## src/rtl/gpu_loader.sv

```systemverilog
// Host-driven loader: writes GPU instruction/data RAM, runs the GPU, reads data back.
// Define GPU_LOADER_READBACK_EN to enable the READ_DATA command.
module gpu_loader #(
    parameter int WORD_WIDTH    = 32,
    parameter int ADDRESS_WIDTH = 16
) (
    input  logic                     clock,
    input  logic                     reset,
    input  logic                     cmd_valid,
    output logic                     cmd_ready,
    input  logic [WORD_WIDTH-1:0]    cmd_data,
    output logic                     rsp_valid,
    input  logic                     rsp_ready,
    output logic [WORD_WIDTH-1:0]    rsp_data,
    output logic                     busy,
    output logic                     gpu_run,
    input  logic                     gpu_halted,
    input  logic                     gpu_exception,
    output logic                     gpu_inst_write,
    output logic [ADDRESS_WIDTH-1:0] gpu_inst_address,
    output logic [WORD_WIDTH-1:0]    gpu_inst_data,
    output logic                     gpu_data_write,
    output logic [ADDRESS_WIDTH-1:0] gpu_data_address,
    output logic [WORD_WIDTH-1:0]    gpu_data_wdata,
    input  logic [WORD_WIDTH-1:0]    gpu_data_rdata
);

    typedef enum logic [2:0] {
        IDLE,
        WR_INST,
        WR_DATA,
        RUN,
        RESP
`ifdef GPU_LOADER_READBACK_EN
        ,
        RD_ADDR,
        RD_WAIT,
        RD_SEND
`endif
    } state_t;

    localparam logic [3:0] OP_WR_INST = 4'd0;
    localparam logic [3:0] OP_WR_DATA = 4'd1;
    localparam logic [3:0] OP_RUN     = 4'd2;
`ifdef GPU_LOADER_READBACK_EN
    localparam logic [3:0] OP_RD_DATA = 4'd3;
`endif

    state_t                   state_q, state_d;
    logic [ADDRESS_WIDTH-1:0] addr_q, addr_d;
    logic [11:0]              cnt_q, cnt_d;
    logic [23:0]              cycles_q, cycles_d;
    logic [WORD_WIDTH-1:0]    rsp_q, rsp_d;

    logic                     cmd_rdy, rsp_vld, run, inst_we, data_we;
    logic [3:0]               hdr_op;
    logic [11:0]              hdr_cnt;
    logic [ADDRESS_WIDTH-1:0] hdr_addr;
    logic [ADDRESS_WIDTH-1:0] addr_inc;
    logic [23:0]              cyc_inc;
    logic                     last_word;

    assign hdr_op    = cmd_data[31:28];
    assign hdr_cnt   = cmd_data[27:16];
    assign hdr_addr  = ADDRESS_WIDTH'(cmd_data[15:0]);
    assign addr_inc  = addr_q + ADDRESS_WIDTH'(4);
    assign cyc_inc   = (cycles_q == 24'hFFFFFF) ? cycles_q : cycles_q + 24'd1;
    assign last_word = (cnt_q == 12'd1);

    always_ff @(posedge clock) begin
        if (reset) begin
            state_q  <= IDLE;
            addr_q   <= '0;
            cnt_q    <= '0;
            cycles_q <= '0;
            rsp_q    <= '0;
        end else begin
            state_q  <= state_d;
            addr_q   <= addr_d;
            cnt_q    <= cnt_d;
            cycles_q <= cycles_d;
            rsp_q    <= rsp_d;
        end
    end

    always_comb begin
        state_d  = state_q;
        addr_d   = addr_q;
        cnt_d    = cnt_q;
        cycles_d = cycles_q;
        rsp_d    = rsp_q;
        cmd_rdy  = 1'b0;
        rsp_vld  = 1'b0;
        run      = 1'b0;
        inst_we  = 1'b0;
        data_we  = 1'b0;
        unique case (state_q)
            IDLE: begin
                cmd_rdy = 1'b1;
                if (cmd_valid) begin
                    addr_d   = hdr_addr;
                    cnt_d    = hdr_cnt;
                    cycles_d = '0;
                    case (hdr_op)
                        OP_WR_INST: if (hdr_cnt != 12'd0) state_d = WR_INST;
                        OP_WR_DATA: if (hdr_cnt != 12'd0) state_d = WR_DATA;
                        OP_RUN:     state_d = RUN;
`ifdef GPU_LOADER_READBACK_EN
                        OP_RD_DATA: if (hdr_cnt != 12'd0) state_d = RD_ADDR;
`endif
                        default: begin
                            rsp_d   = WORD_WIDTH'(32'hBAD0_0000 | {28'd0, hdr_op});
                            state_d = RESP;
                        end
                    endcase
                end
            end
            WR_INST, WR_DATA: begin
                cmd_rdy = 1'b1;
                inst_we = cmd_valid && (state_q == WR_INST);
                data_we = cmd_valid && (state_q == WR_DATA);
                if (cmd_valid) begin
                    addr_d = addr_inc;
                    cnt_d  = cnt_q - 12'd1;
                    if (last_word) state_d = IDLE;
                end
            end
            RUN: begin
                run      = 1'b1;
                cycles_d = cyc_inc;
                // The cycle in which halt is seen still counts as a run cycle.
                if (gpu_halted || gpu_exception) begin
                    rsp_d   = WORD_WIDTH'({gpu_exception, gpu_halted, 6'b0, cyc_inc});
                    state_d = RESP;
                end
            end
            RESP: begin
                rsp_vld = 1'b1;
                if (rsp_ready) state_d = IDLE;
            end
`ifdef GPU_LOADER_READBACK_EN
            RD_ADDR: state_d = RD_WAIT;
            RD_WAIT: begin
                rsp_d   = gpu_data_rdata;
                state_d = RD_SEND;
            end
            RD_SEND: begin
                rsp_vld = 1'b1;
                if (rsp_ready) begin
                    addr_d  = addr_inc;
                    cnt_d   = cnt_q - 12'd1;
                    state_d = last_word ? IDLE : RD_ADDR;
                end
            end
`endif
            default: state_d = IDLE;
        endcase
    end

`ifndef GPU_LOADER_READBACK_EN
    logic unused_rdata;
    assign unused_rdata = ^gpu_data_rdata;
`endif

    // Outputs are forced quiet while reset is held, before state settles.
    assign cmd_ready        = cmd_rdy & ~reset;
    assign rsp_valid        = rsp_vld & ~reset;
    assign rsp_data         = reset ? '0 : rsp_q;
    assign busy             = (state_q != IDLE) & ~reset;
    assign gpu_run          = run & ~reset;
    assign gpu_inst_write   = inst_we & ~reset;
    assign gpu_data_write   = data_we & ~reset;
    assign gpu_inst_address = addr_q;
    assign gpu_data_address = addr_q;
    assign gpu_inst_data    = cmd_data;
    assign gpu_data_wdata   = cmd_data;

endmodule
```

## config.mk

```make
export PLATFORM = sky130hd
export DESIGN_NAME = gpu_loader
export DESIGN_NICKNAME = d
export VERILOG_FILES = /design/src/rtl/gpu_loader.sv
export SDC_FILE = /design/constraint.sdc
export NUM_CORES = 1
export LEC_CHECK = 0
export ABC_CLOCK_PERIOD_IN_PS = 2200
export CAP_MARGIN = 40
export CELL_PAD_IN_SITES_DETAIL_PLACEMENT = 0
export CELL_PAD_IN_SITES_GLOBAL_PLACEMENT = 1
export CORE_MARGIN = 10
export CORE_UTILIZATION = 32
export DETAILED_ROUTE_END_ITERATION = 8
export PLACE_DENSITY_LB_ADDON = 0.1
export RECOVER_POWER = 25
export REMOVE_ABC_BUFFERS = 1
export SYNTH_ARGS = -nofsm -noshare
export SYNTH_HDL_FRONTEND = slang
export SYNTH_SLANG_ARGS = --single-unit
```

## constraint.sdc

```tcl
create_clock -name clock -period 2.2 [get_ports clock]
set_clock_uncertainty 0.15 [all_clocks]
set_input_delay 0.55 -clock clock [delete_from_list [all_inputs] [get_ports clock]]
set_output_delay 0.55 -clock clock [all_outputs]
set_load 0.02 [all_outputs]
```

# Word-level counts from Yosys, hierarchy flattened
# Index checks and enable logic that the tools add are counted.
[totals]
regBits = 87
in_bits = 70
out_inout_bits = 134
wordCells = 75
[op_classes]
addsub = 3
n_eq_ne = 16
muxes = 28
bitwise = 7
n_reduce_logical = 16
[op_table]
columns = ["op", "count"]
rows = [
  ["2-to-1 mux 32 bit", 4],
  ["one-hot mux 32 bit (2 select lines)", 1],
  ["2-to-1 mux 24 bit", 2],
  ["one-hot mux 24 bit (2 select lines)", 1],
  ["2-to-1 mux 16 bit", 2],
  ["one-hot mux 16 bit (2 select lines)", 1],
  ["adder 24 x 1 -> 24 bit (second input constant)", 1],
  ["== test 24 bit (second input constant)", 1],
  ["2-to-1 mux 12 bit", 2],
  ["one-hot mux 12 bit (2 select lines)", 1],
  ["2-to-1 mux 3 bit", 7],
  ["adder 16 x 3 -> 16 bit (second input constant)", 1],
  ["== test 12 x 1 -> 1 bit (second input constant)", 1],
  ["inequality test 2 bit (second input constant)", 6],
  ["one-hot mux 3 bit (4 select lines)", 1],
  ["nonzero test 12 bit", 1],
  ["subtractor 12 x 1 -> 12 bit (second input constant)", 1],
  ["one-hot mux 3 bit (3 select lines)", 1],
  ["AND reduction 7 bit", 1],
  ["AND 1 bit", 6],
  ["== test 3 x 2 -> 1 bit (second input constant)", 2],
  ["inequality test 3 bit (second input constant)", 2],
  ["OR reduction 3 bit", 2],
  ["2-to-1 mux 1 bit", 5],
  ["other kinds (15)", 17],
]

# Logic depth before layout (Yosys ltp)
# Gate-level depths: netlist (run 1).
[depth]
depth_word = 5
mapped_depth = 8
depth_no_buf = 7

# Worst setup path after synthesis (run 1)
# No wires, ideal clock.
[synth_path]
kind = "input port to output port"
start = "input reset"
end = "output cmd_ready"
t_arrival_ps = 1613
required_time_ps = 1500
path_slack_ps = -113
stages = 4
n_path_buf = 3
cell_sequence = "clkbuf_1 clkbuf_1 clkbuf_1 nor3_1"
[synth_between]
elab_chain_len = 2
[synth_lines]
columns = ["element", "line_no", "rtl"]
rows = [
  ["start: declaration", "8", "input logic reset,"],
  ["inverter 1 bit", "166", "assign cmd_ready = cmd_rdy & ~reset;"],
  ["AND 1 bit", "166", ""],
  ["end: declaration", "10", "output logic cmd_ready,"],
]
# Every way passes these cells.

# Worst setup path after layout (run 1)
[layout_path]
start = "input cmd_data[18]"
end = "output gpu_inst_data[18]"
[layout_lines]
columns = ["element", "line_no", "rtl"]
rows = [
  ["start: declaration", "11", "input logic [WORD_WIDTH-1:0] cmd_data,"],
  ["end: declaration", "21", "output logic [WORD_WIDTH-1:0] gpu_inst_data,"],
]
# No word-level cell between the ends.

==> results of run 1 <==
## metal layers
| layer | GRT usage [%] | up-vias |
|---|---|---|
| met3 | 3.26 | 25 |
| li1 | - | 2804 |
| met5 | 0 | - |
| met4 | 5.44 | 0 |
| met1 | 18.5 | 2708 |
| met2 | 29.0 | 179 |
## path summary, 6_finish.rpt
check,from,endpoint,slack (ns),cells past startpoint
setup / recovery,cmd_data[18],gpu_inst_data[18],0.04,2
hold / removal,cnt_q[10],cnt_q[10],0.32,2
setup reg to reg,cycles_q[0],rsp_q[3],0.14,7
hold reg to reg,cnt_q[10],cnt_q[10],0.32,2
## per-stage QoR
stage	worst slack, ns	hold WS [ns]	setup TNS [ns]
CTS	0.00113	0.329	0
global placement	-0.485	0.313	-39.22
finish	0.0448	0.323	0
floorplan	-0.451	0.293	-9.84
global route	0.000355	0.355	0
detailed placement	-0.489	0.320	-40.25
## power by group
part	switching [mW]	internal, mW
Clock	0.620	0.860
Combinational	0.575	0.491
Sequential	0.0713	1.55
## area by class of cell
type                            instances  area [µm²]  area share (%)
Multi-Input combinational cell        469        2830            37.2
Timing Repair Buffer                  292        2470            32.5
Sequential cell                        82        1640            21.6
Clock buffer                           15         278            3.65
Tap cell                              220         275            3.62
Inverter                               27         101            1.33
Clock inverter                          1        7.51          0.0987
## cell usage after synthesis (all sizes together), types with 2 or more instances
cell | number | area [µm²]
a211o | 2 | 17.5
a211oi | 19 | 143
a21o | 8 | 61.3
a21oi | 57 | 285
a311oi | 3 | 26.3
a31oi | 9 | 56.3
and2 | 5 | 31.3
and3 | 4 | 25.0
and4 | 7 | 62.6
buf | 103 | 732
clkbuf | 27 | 103
dfxtp | 82 | 1640
ha | 4 | 50.1
inv | 27 | 101
nand2 | 47 | 179
nand2b | 8 | 50.1
nand3 | 22 | 110
nand4 | 14 | 100
nor2 | 73 | 277
nor2b | 13 | 81.3
nor3 | 16 | 90.1
nor3b | 5 | 42.5
nor4 | 15 | 115
o2111ai | 3 | 26.3
o211a | 2 | 20.0
o211ai | 2 | 15.0
o21a | 4 | 30.0
o21ai | 42 | 210
o21bai | 3 | 22.5
o221ai | 3 | 26.3
o22ai | 5 | 31.3
o31ai | 4 | 30.0
o32ai | 18 | 158
or2 | 3 | 18.8
or3 | 5 | 31.3
or3b | 2 | 17.5
or4 | 5 | 41.3
xnor2 | 16 | 140
xor2 | 3 | 26.3
## layout by cell type (no fill, tap or decap), drive strengths merged, types with 8 or more instances in the layout
cell type	instances
buf	120
dlygate4sd2	89
dfxtp	82
nor2	73
clkdlybuf4s50	61
a21oi	57
nand2	47
o21ai	42
clkbuf	29
inv	27
nand3	22
a211oi	19
o32ai	18
xnor2	16
nor3	16
nor4	15
nand4	14
nor2b	13
a31oi	9
nand2b	8
a21o	8
## state kept, by name, summed over array words and instances, names as in the netlist
| name | cells |
|---|---|
| cnt_q | 12 |
| cycles_q | 24 |
| state_q | 3 |
| rsp_q | 27 |
| gpu_data_address | 16 |
## cells by family after synthesis
kind of cell / share of synthesized area [%]
simple gates: 24.1
other cells: 0.0697
xor+xnor: 3.09
buf+inv: 17.4
fa+ha+maj: 0.930
compound gates: 23.5
flops: 30.5
mux: 0.395
## timing repair
item                       CTS  global route
gates resized for setup    122            21
pin swaps                    1             3
gates cloned                 0             0
setup endpoints to repair  116            22
setup buffers                0             1
==> results by group, run 1 <==
Final layout
  • Final Cell Area: ~7600 µm²
  • Nets@finish: 955
  • Area Growth Syn to Fin: 41.3%
  • Final Non-Filler Cells: 1106
  • Fraction of layout cells with a size suffix above 1: 18.4%
  • Fillcell total: 1718
  • Util after Layout: 46.0%
  • Diodes inserted: 0

Timing
  • Final Critical Period: 2.16 ns
  • Worst slew pin tran: 0.493 ns
  • Setup-failing EPs final: 0
  • Max Slew Vio Count: 0
  • Slew headroom: 66.9%
  • Final period util: 98.0%
  • Final hold violation count: 0
  • RSZ-0062 raised after global routing: false
  • Max Freq: 464 MHz

Global route
  • Grt total ovfl: 0
  • Largest net degree at the start of global routing: 33
  • Number of global-route vias before repair: 5744
  • Number of antenna violations at the first check in global routing: 0
  • Total track usage: roughly 16%
  • Global-route wire length before repair: ~30000 µm

Logic synthesis
  • Post-synthesis sequential area ratio: 30.5%
  • Post-synth EDFFs: 0
  • Post-Synthesis Cells: 707
  • YS warnings: 0
  • Most used DFF post-synth: dfxtp_1
  • Post-Syn Area: 5380 µm²
  • Ys async rst share: 0%
  • Count of cell types in the netlist: 69
  • Average size of a mapped cell: ~7.6 µm²
  • Flops & latches, synth: 82

Run status
  • Outcome: complete, no violations

Route
  • Routed wire length: 18800 µm
  • Top sig layer: met4
  • DR DRC count: 0
  • Met2 WL post-DR: 9280 µm
  • Routed len/inst: 17.0 µm
  • DRT iter0 DRCs: 235
  • Antenna viol nets, final: 0
  • DR WL met3: 1350 µm
  • Drt via density: 5.17
  • Wire length on met1: between 7000 and 8000 µm
  • Detailed Routing Iterations Pass 1: 4
  • Vias: between 5k and 6k

Die
  • Die W: 150 µm
  • Die ar.: between 20000 and 25000 µm²
  • Cell row count: 47
  • Initial Utilization: roughly 33%
  • Chip Height: 150 µm
  • Core box area: 16500 µm²
  • I/O Pins: 204

Worst setup path
  • Delay-heaviest family, CP: buffers and inverters
  • Largest stage delay, worst path: 0.54 ns
  • WP buf/inv: 2
  • Kind of end point of the critical path: output port
  • CP cell instances: clkdlybuf4s50_1 > dlygate4sd2_1
  • Critical Path Fanout Max: 4
  • CP max stage cell: clkdlybuf4s50_1
  • Kind of critical path: in -> out
  • Req. time, crit path: 1.50 ns
  • Critical Path Start Type: input port
  • CP arrival: 1.46 ns

Power and ir drop
  • Total power: roughly 4.2 mW
  • Static leakage: 3.12 nW
  • Power density over the cells: 548 nW/µm²
  • Max rail drop VDD: 0.000296 V

Placement
  • Port-buffer cells: ~170
  • DP Area: 7480 µm²
  • Routability Congestion: about 0.86
  • Placed cell count: ~1.1k
  • Hpwl dp: 14600 µm

CTS
  • CTS tree: built
  • Reg clk slew, reported paths: approximately 0.060 ns
  • CTS Sinks: 82
  • H-tree Lvls: 3
  • Hold_buf cts: 0
  • CTS Buf Count: 9
  • Root Buffer: clkbuf_16
  • Clk Latency, worst-skew pair: ~0.34 ns
  • Max Buffers Root-to-Sink: 2

Worst hold path
  • Hold Path Class: reg -> reg

Job
  • MaxCap Viol Count: 0
Note: power is estimated with default switching activity, not from simulation.
==> run 2, diff against run 1 <==
--- a/config.mk
+++ b/config.mk
@@ -9,6 +9,7 @@
 export CAP_MARGIN = 40
 export CELL_PAD_IN_SITES_DETAIL_PLACEMENT = 0
 export CELL_PAD_IN_SITES_GLOBAL_PLACEMENT = 1
+export CORE_ASPECT_RATIO = 2
 export CORE_MARGIN = 10
 export CORE_UTILIZATION = 32
 export DETAILED_ROUTE_END_ITERATION = 8
==> results by group, run 2 (same netlist as run 1, synthesis figures left out) <==
Worst setup path
  • CP arrival: 1.48 ns (+0.02 ns)
  • Delay-heaviest family, CP: buffers and inverters
  • Critical Path Fanout Max: 7 (+3)
  • Critical Path Start Type: flip-flop
  • CP cell instances: clkdlybuf4s50_1
  • CP max stage cell: clkdlybuf4s50_1
  • Req. time, crit path: 1.50 ns (about the same)
  • Kind of end point of the critical path: output port
  • Largest stage delay, worst path: 0.67 ns (+0.13 ns)
  • Kind of critical path: reg -> out
  • WP buf/inv: 1 (-1)

Route
  • Routed len/inst: 18.7 µm (+9.9%)
  • Top sig layer: met4
  • Vias: 5683 (-0.58%)
  • Antenna viol nets, final: 0 (unchanged)
  • DRT iter0 DRCs: 161 (-31%)
  • Drt via density: 5.22 (+0.97%)
  • Routed wire length: 20400 µm (+8.2%)
  • DR DRC count: 0 (unchanged)
  • Detailed Routing Iterations Pass 1: 5 (+1)
  • Wire length on met1: 7320 µm (-7.6%)
  • Met2 WL post-DR: 11400 µm (+23%)
  • DR WL met3: 1030 µm (-24%)

Die
  • I/O Pins: 204 (unchanged)
  • Cell row count: 67 (+43%)
  • Core box area: 16700 µm² (+0.95%)
  • Die W: 112 µm (-25%)
  • Chip Height: 203 µm (+36%)
  • Die ar.: 22700 µm² (+1.4%)
  • Initial Utilization: 32.3% (-0.31 points)

Job
  • MaxCap Viol Count: 0 (unchanged)

Placement
  • Port-buffer cells: 169 (unchanged)
  • Placed cell count: 1073 (-1.5%)
  • Worst slack, placed: -0.428 ns (+0.0606 ns)
  • Routability Congestion: 0.871 (+1.3%)
  • Hpwl dp: 16300 µm (+11%)
  • DP Area: 7480 µm² (about the same)

Power and ir drop
  • Total power: 4.60 mW (+10%)
  • Max rail drop VDD: 0.000363 V (+23%)
  • Static leakage: 3.13 nW (+0.19%)
  • Power density over the cells: 597 nW/µm² (+8.8%)

Final layout
  • Most common cell after layout, fill and taps aside: buf_4
  • Diodes inserted: 0 (unchanged)
  • Area Growth Syn to Fin: 43.2%
  • Util after Layout: 46.2% (+0.17 points)
  • Fillcell total: 1740 (+1.3%)
  • Fraction of layout cells with a size suffix above 1: 20.4% (+2.0 points)
  • Reg with most FFs: rsp_q
  • Final Non-Filler Cells: 1089 (-1.5%)
  • Final Cell Area: 7710 µm² (+1.3%)
  • Max reg flops: 27 (unchanged)
  • Commonest cells after routing, fill and taps aside: 108 x buf_4, 81 x dfxtp_1, 76 x dlygate4sd2_1
  • Nets@finish: 951 (-0.42%)

Global route
  • Global-route wire length before repair: 31500 µm (+6.3%)
  • Total track usage: 17.1% (+0.98 points)
  • Number of global-route vias before repair: 5809 (+1.1%)
  • Grt total ovfl: 0 (unchanged)
  • Largest net degree at the start of global routing: 25 (-24%)
  • Number of antenna violations at the first check in global routing: 0 (unchanged)

Worst hold path
  • Hold Path Class: reg -> reg

Timing
  • Setup TNS: 0 ns (unchanged)
  • Hold slack: 0.325 ns (+0.00158 ns)
  • Max Slew Vio Count: 0 (unchanged)
  • Worst setup margin: 0.0241 ns (-0.0206 ns)
  • Final period util: 98.9% (+0.94 points)
  • Final Critical Period: 2.18 ns (+0.0206 ns)
  • Setup-failing EPs final: 0 (unchanged)
  • RSZ-0062 raised after global routing: true
  • Worst slew pin tran: 0.680 ns (+0.188 ns)
  • Final hold violation count: 0 (unchanged)
  • Max Freq: 460 MHz (-0.95%)
  • Slew headroom: 54.4% (-12 points)

Run status
  • Outcome: complete, no violations

CTS
  • CTS Buf Count: 9 (unchanged)
  • Max Buffers Root-to-Sink: 2 (unchanged)
  • Reg clk slew, reported paths: 0.07 ns (about the same)
  • CTS Sinks: 82 (unchanged)
  • H-tree Lvls: 3 (unchanged)
  • Clk Latency, worst-skew pair: 0.35 ns (about the same)
  • CTS tree: built
  • Root Buffer: clkbuf_16
run 2: changes by cell type in the layout (fill, tap and decap cells not counted), moves of 3 or more:
cell / change
bufinv_16: +4
clkdlybuf4s15_2: +6
clkdlybuf4s25_1: -3
clkdlybuf4s15_1: +7
dlygate4sd2_1: -13
buf_12: +3
run 2: per-layer routing:
layer  global-route usage (%)  up-vias
li1                         -     2795
met1                     16.1     2692
met2                     33.5      162
met3                     3.77       34
met4                     7.98        0
met5                        0        -
run 2: layout make-up:
type	count	area, µm²	share of cell area, %
clock buffer	11	243	3.15
clock inverter	5	125	1.62
inverter	27	101	1.31
multi-input combinational	469	2850	37.0
sequential	82	1640	21.3
tap	207	259	3.36
timing repair buffer	288	2490	32.3
run 2: report_power, final:
| group | internal (mW) | switching (mW) |
|---|---|---|
| clock network | 1.25 | 0.643 |
| logic | 0.493 | 0.583 |
| registers | 1.55 | 0.0735 |
run 2: path summary, 6_finish.rpt:
check / from / to / slack, ns / depth (start not counted)
min reg2reg: gpu_data_address[0] / gpu_data_address[0] / 0.32 / 2
max: gpu_data_address[5] / gpu_data_address[5] / 0.02 / 1
min: gpu_data_address[0] / gpu_data_address[0] / 0.32 / 2
max reg2reg: cycles_q[0] / rsp_q[13] / 0.07 / 7
run 2: timing repair:
action                                  in CTS  in global routing
endpoints found under the setup margin     109                 32
hold buffers                                 0                  0
gates resized for setup                    137                 33
buffers inserted                             0                  0
run 2: worst min-delay path, delay by kind of cell, from the launching register on:
| kind | cells | cell delay (ns) |
|---|---|---|
| AND/OR/NAND/NOR | 1 | 0.06 |
| flip-flops | 1 | 0.33 |
| AO/OA/AOI/OAI | 1 | 0.05 |
==> run 3, diff against run 2 <==
--- a/config.mk
+++ b/config.mk
@@ -10,7 +10,7 @@
 export CELL_PAD_IN_SITES_DETAIL_PLACEMENT = 0
 export CELL_PAD_IN_SITES_GLOBAL_PLACEMENT = 1
 export CORE_ASPECT_RATIO = 2
-export CORE_MARGIN = 10
+export CORE_MARGIN = 2
 export CORE_UTILIZATION = 32
 export DETAILED_ROUTE_END_ITERATION = 8
 export PLACE_DENSITY_LB_ADDON = 0.1
==> results by group, run 3 (same netlist as run 1, synthesis figures left out) <==
Run status
  • Outcome: complete, no violations

Final layout
  • Most common cell after layout, fill and taps aside: buf_4
  • Fraction of layout cells with a size suffix above 1: 17.8% (-2.6 points)
  • Reg with most FFs: rsp_q
  • Commonest cells after routing, fill and taps aside: 102 x buf_4, 88 x dlygate4sd2_1, 81 x dfxtp_1
  • Final Non-Filler Cells: 1091 (+0.18%)
  • Diodes inserted: 0 (unchanged)
  • Max reg flops: 27 (unchanged)
  • Nets@finish: 953 (+0.21%)
  • Final Cell Area: 7600 µm² (-1.4%)
  • Area Growth Syn to Fin: 41.2%

Worst setup path
  • WP depth: 2 (+1)
  • CP max stage cell: clkdlybuf4s50_1
  • CP cell instances: clkdlybuf4s50_1 > dlygate4sd2_1
  • Critical Path Fanout Max: 4 (-3)
  • FF-to-FF path depth: 6 (-1)
  • Critical Path Start Type: input port
  • RR Startpoint: cycles_q[0]
  • Kind of critical path: in -> out
  • FF-to-FF End: cycles_q[22]
  • Kind of end point of the critical path: output port
  • Delay-heaviest family, CP: buffers and inverters
  • Critical Path End: gpu_data_wdata[19]
  • Setup crit start: cmd_data[19]
  • R2r setup slk: 0.08 ns (about the same)
  • Largest stage delay, worst path: 0.57 ns (-0.10 ns)
  • CP arrival: 1.48 ns (about the same)
  • Req. time, crit path: 1.50 ns (about the same)
  • WP buf/inv: 2 (+1)

CTS
  • Post-CTS setup buffer count: 0 (unchanged)
  • CTS Sinks: 82 (unchanged)
  • Hold_buf cts: 0 (unchanged)
  • CTS resizes: 114 (-17%)
  • Reg clk slew, reported paths: 0.05 ns (-0.02 ns)
  • CTS Buf Count: 9 (unchanged)
  • Root Buffer: clkbuf_16
  • H-tree Lvls: 3 (unchanged)
  • Clk Latency, worst-skew pair: 0.34 ns (about the same)
  • CTS tree: built
  • Max Buffers Root-to-Sink: 2 (unchanged)

Placement
  • DP Area: 7460 µm² (-0.30%)
  • Port-buffer cells: 169 (unchanged)
  • Hpwl dp: 12200 µm (-25%)
  • Placed cell count: 1075 (+0.19%)
  • Routability Congestion: 0.814 (-6.6%)

Timing
  • Final Critical Period: 2.18 ns (+0.00907 ns)
  • Final period util: 99.3% (+0.41 points)
  • Hold slack: 0.323 ns (-0.00186 ns)
  • Max Slew Vio Count: 0 (unchanged)
  • Final hold violation count: 0 (unchanged)
  • Setup TNS: 0 ns (unchanged)
  • Slew headroom: 65.0% (+11 points)
  • Setup-failing EPs final: 0 (unchanged)
  • Max Freq: 458 MHz (-0.41%)
  • RSZ-0062 raised after global routing: true
  • Worst slew pin tran: 0.520 ns (-0.161 ns)

Die
  • Die W: 95.7 µm (-14%)
  • I/O Pins: 204 (unchanged)
  • Die ar.: 17900 µm² (-21%)
  • Initial Utilization: 32.4% (+0.16 points)
  • Cell row count: 67 (unchanged)
  • Core box area: 16600 µm² (-0.50%)
  • Chip Height: 187 µm (-7.9%)

Route
  • Vias: 5573 (-1.9%)
  • DRT iter0 DRCs: 233 (+45%)
  • Met2 WL post-DR: 7660 µm (-33%)
  • DR WL met3: 784 µm (-24%)
  • Routed len/inst: 15.1 µm (-19%)
  • DR DRC count: 0 (unchanged)
  • Top sig layer: met4
  • Antenna viol nets, final: 0 (unchanged)
  • Routed wire length: 16400 µm (-19%)
  • Detailed Routing Iterations Pass 1: 4 (-1)
  • Drt via density: 5.11 (-2.1%)
  • Wire length on met1: 7750 µm (+5.9%)

Global route
  • Largest net degree at the start of global routing: 26 (+4.0%)
  • Grt total ovfl: 0 (unchanged)
  • Number of antenna violations at the first check in global routing: 0 (unchanged)
  • Total track usage: 18.1% (+1.0 points)
  • Number of global-route vias before repair: 5206 (-10%)
  • Global-route wire length before repair: 26300 µm (-16%)

Power and ir drop
  • Max rail drop VDD: 0.000403 V (+11%)
  • Power density over the cells: 570 nW/µm² (-4.4%)
  • Static leakage: 3.10 nW (-0.84%)

Job
  • MaxCap Viol Count: 0 (unchanged)

Worst hold path
  • Hold Path Class: reg -> reg
  • Cell depth of the worst hold path: 2 (unchanged)
## run 3: area by class of cell
class | count | area, µm²
fillers | 1741 | 9000
multi-input cells | 469 | 2820
repair buffers | 290 | 2450
flip-flops and latches | 82 | 1640
well taps | 207 | 259
clock buffers | 11 | 243
inverters | 27 | 101
clock inverters | 5 | 85.1
## run 3: per-layer routing
| layer | vias up | GRT usage [%] |
|---|---|---|
| li1 | 2793 | - |
| met1 | 2606 | 25.2 |
| met2 | 158 | 28.7 |
| met3 | 16 | 2.66 |
| met4 | 0 | 5.44 |
| met5 | - | 0 |
## run 3: worst min-delay path by stage
stage	startpoint	to	slack [ns]
3_5_place_dp	gpu_data_address[0]	gpu_data_address[0]	0.32
6_report	gpu_data_address[0]	gpu_data_address[0]	0.32
5_1_grt	cnt_q[10]	cnt_q[10]	0.34
2_1_floorplan	cnt_q[10]	cnt_q[10]	0.29
3_3_place_gp	rsp_q[9]	rsp_q[9]	0.32
4_1_cts	gpu_data_address[0]	gpu_data_address[0]	0.33
## run 3: through the flow
step / setup WS (ns) / power [mW] / utilization (%)
final: 0.0150 / 4.34 / 45.8
after global routing: -0.0695 / 4.55 / 45.8
after CTS: -0.0107 / 4.40 / 46.2
after detailed placement: -0.541 / 2.78 / 44.9
after global placement: -0.535 / 2.77 / 44.9
after floorplan: -0.451 / 2.03 / -
## run 3: report_power, final
group / leakage [nW] / internal (mW) / total [mW] / switching [mW]
clock: 0.156 / 1.03 / 1.67 / 0.638
sequential: 0.669 / 1.55 / 1.62 / 0.0714
combinational: 2.28 / 0.485 / 1.04 / 0.556
total: 3.10 / 3.07 / 4.34 / 1.27
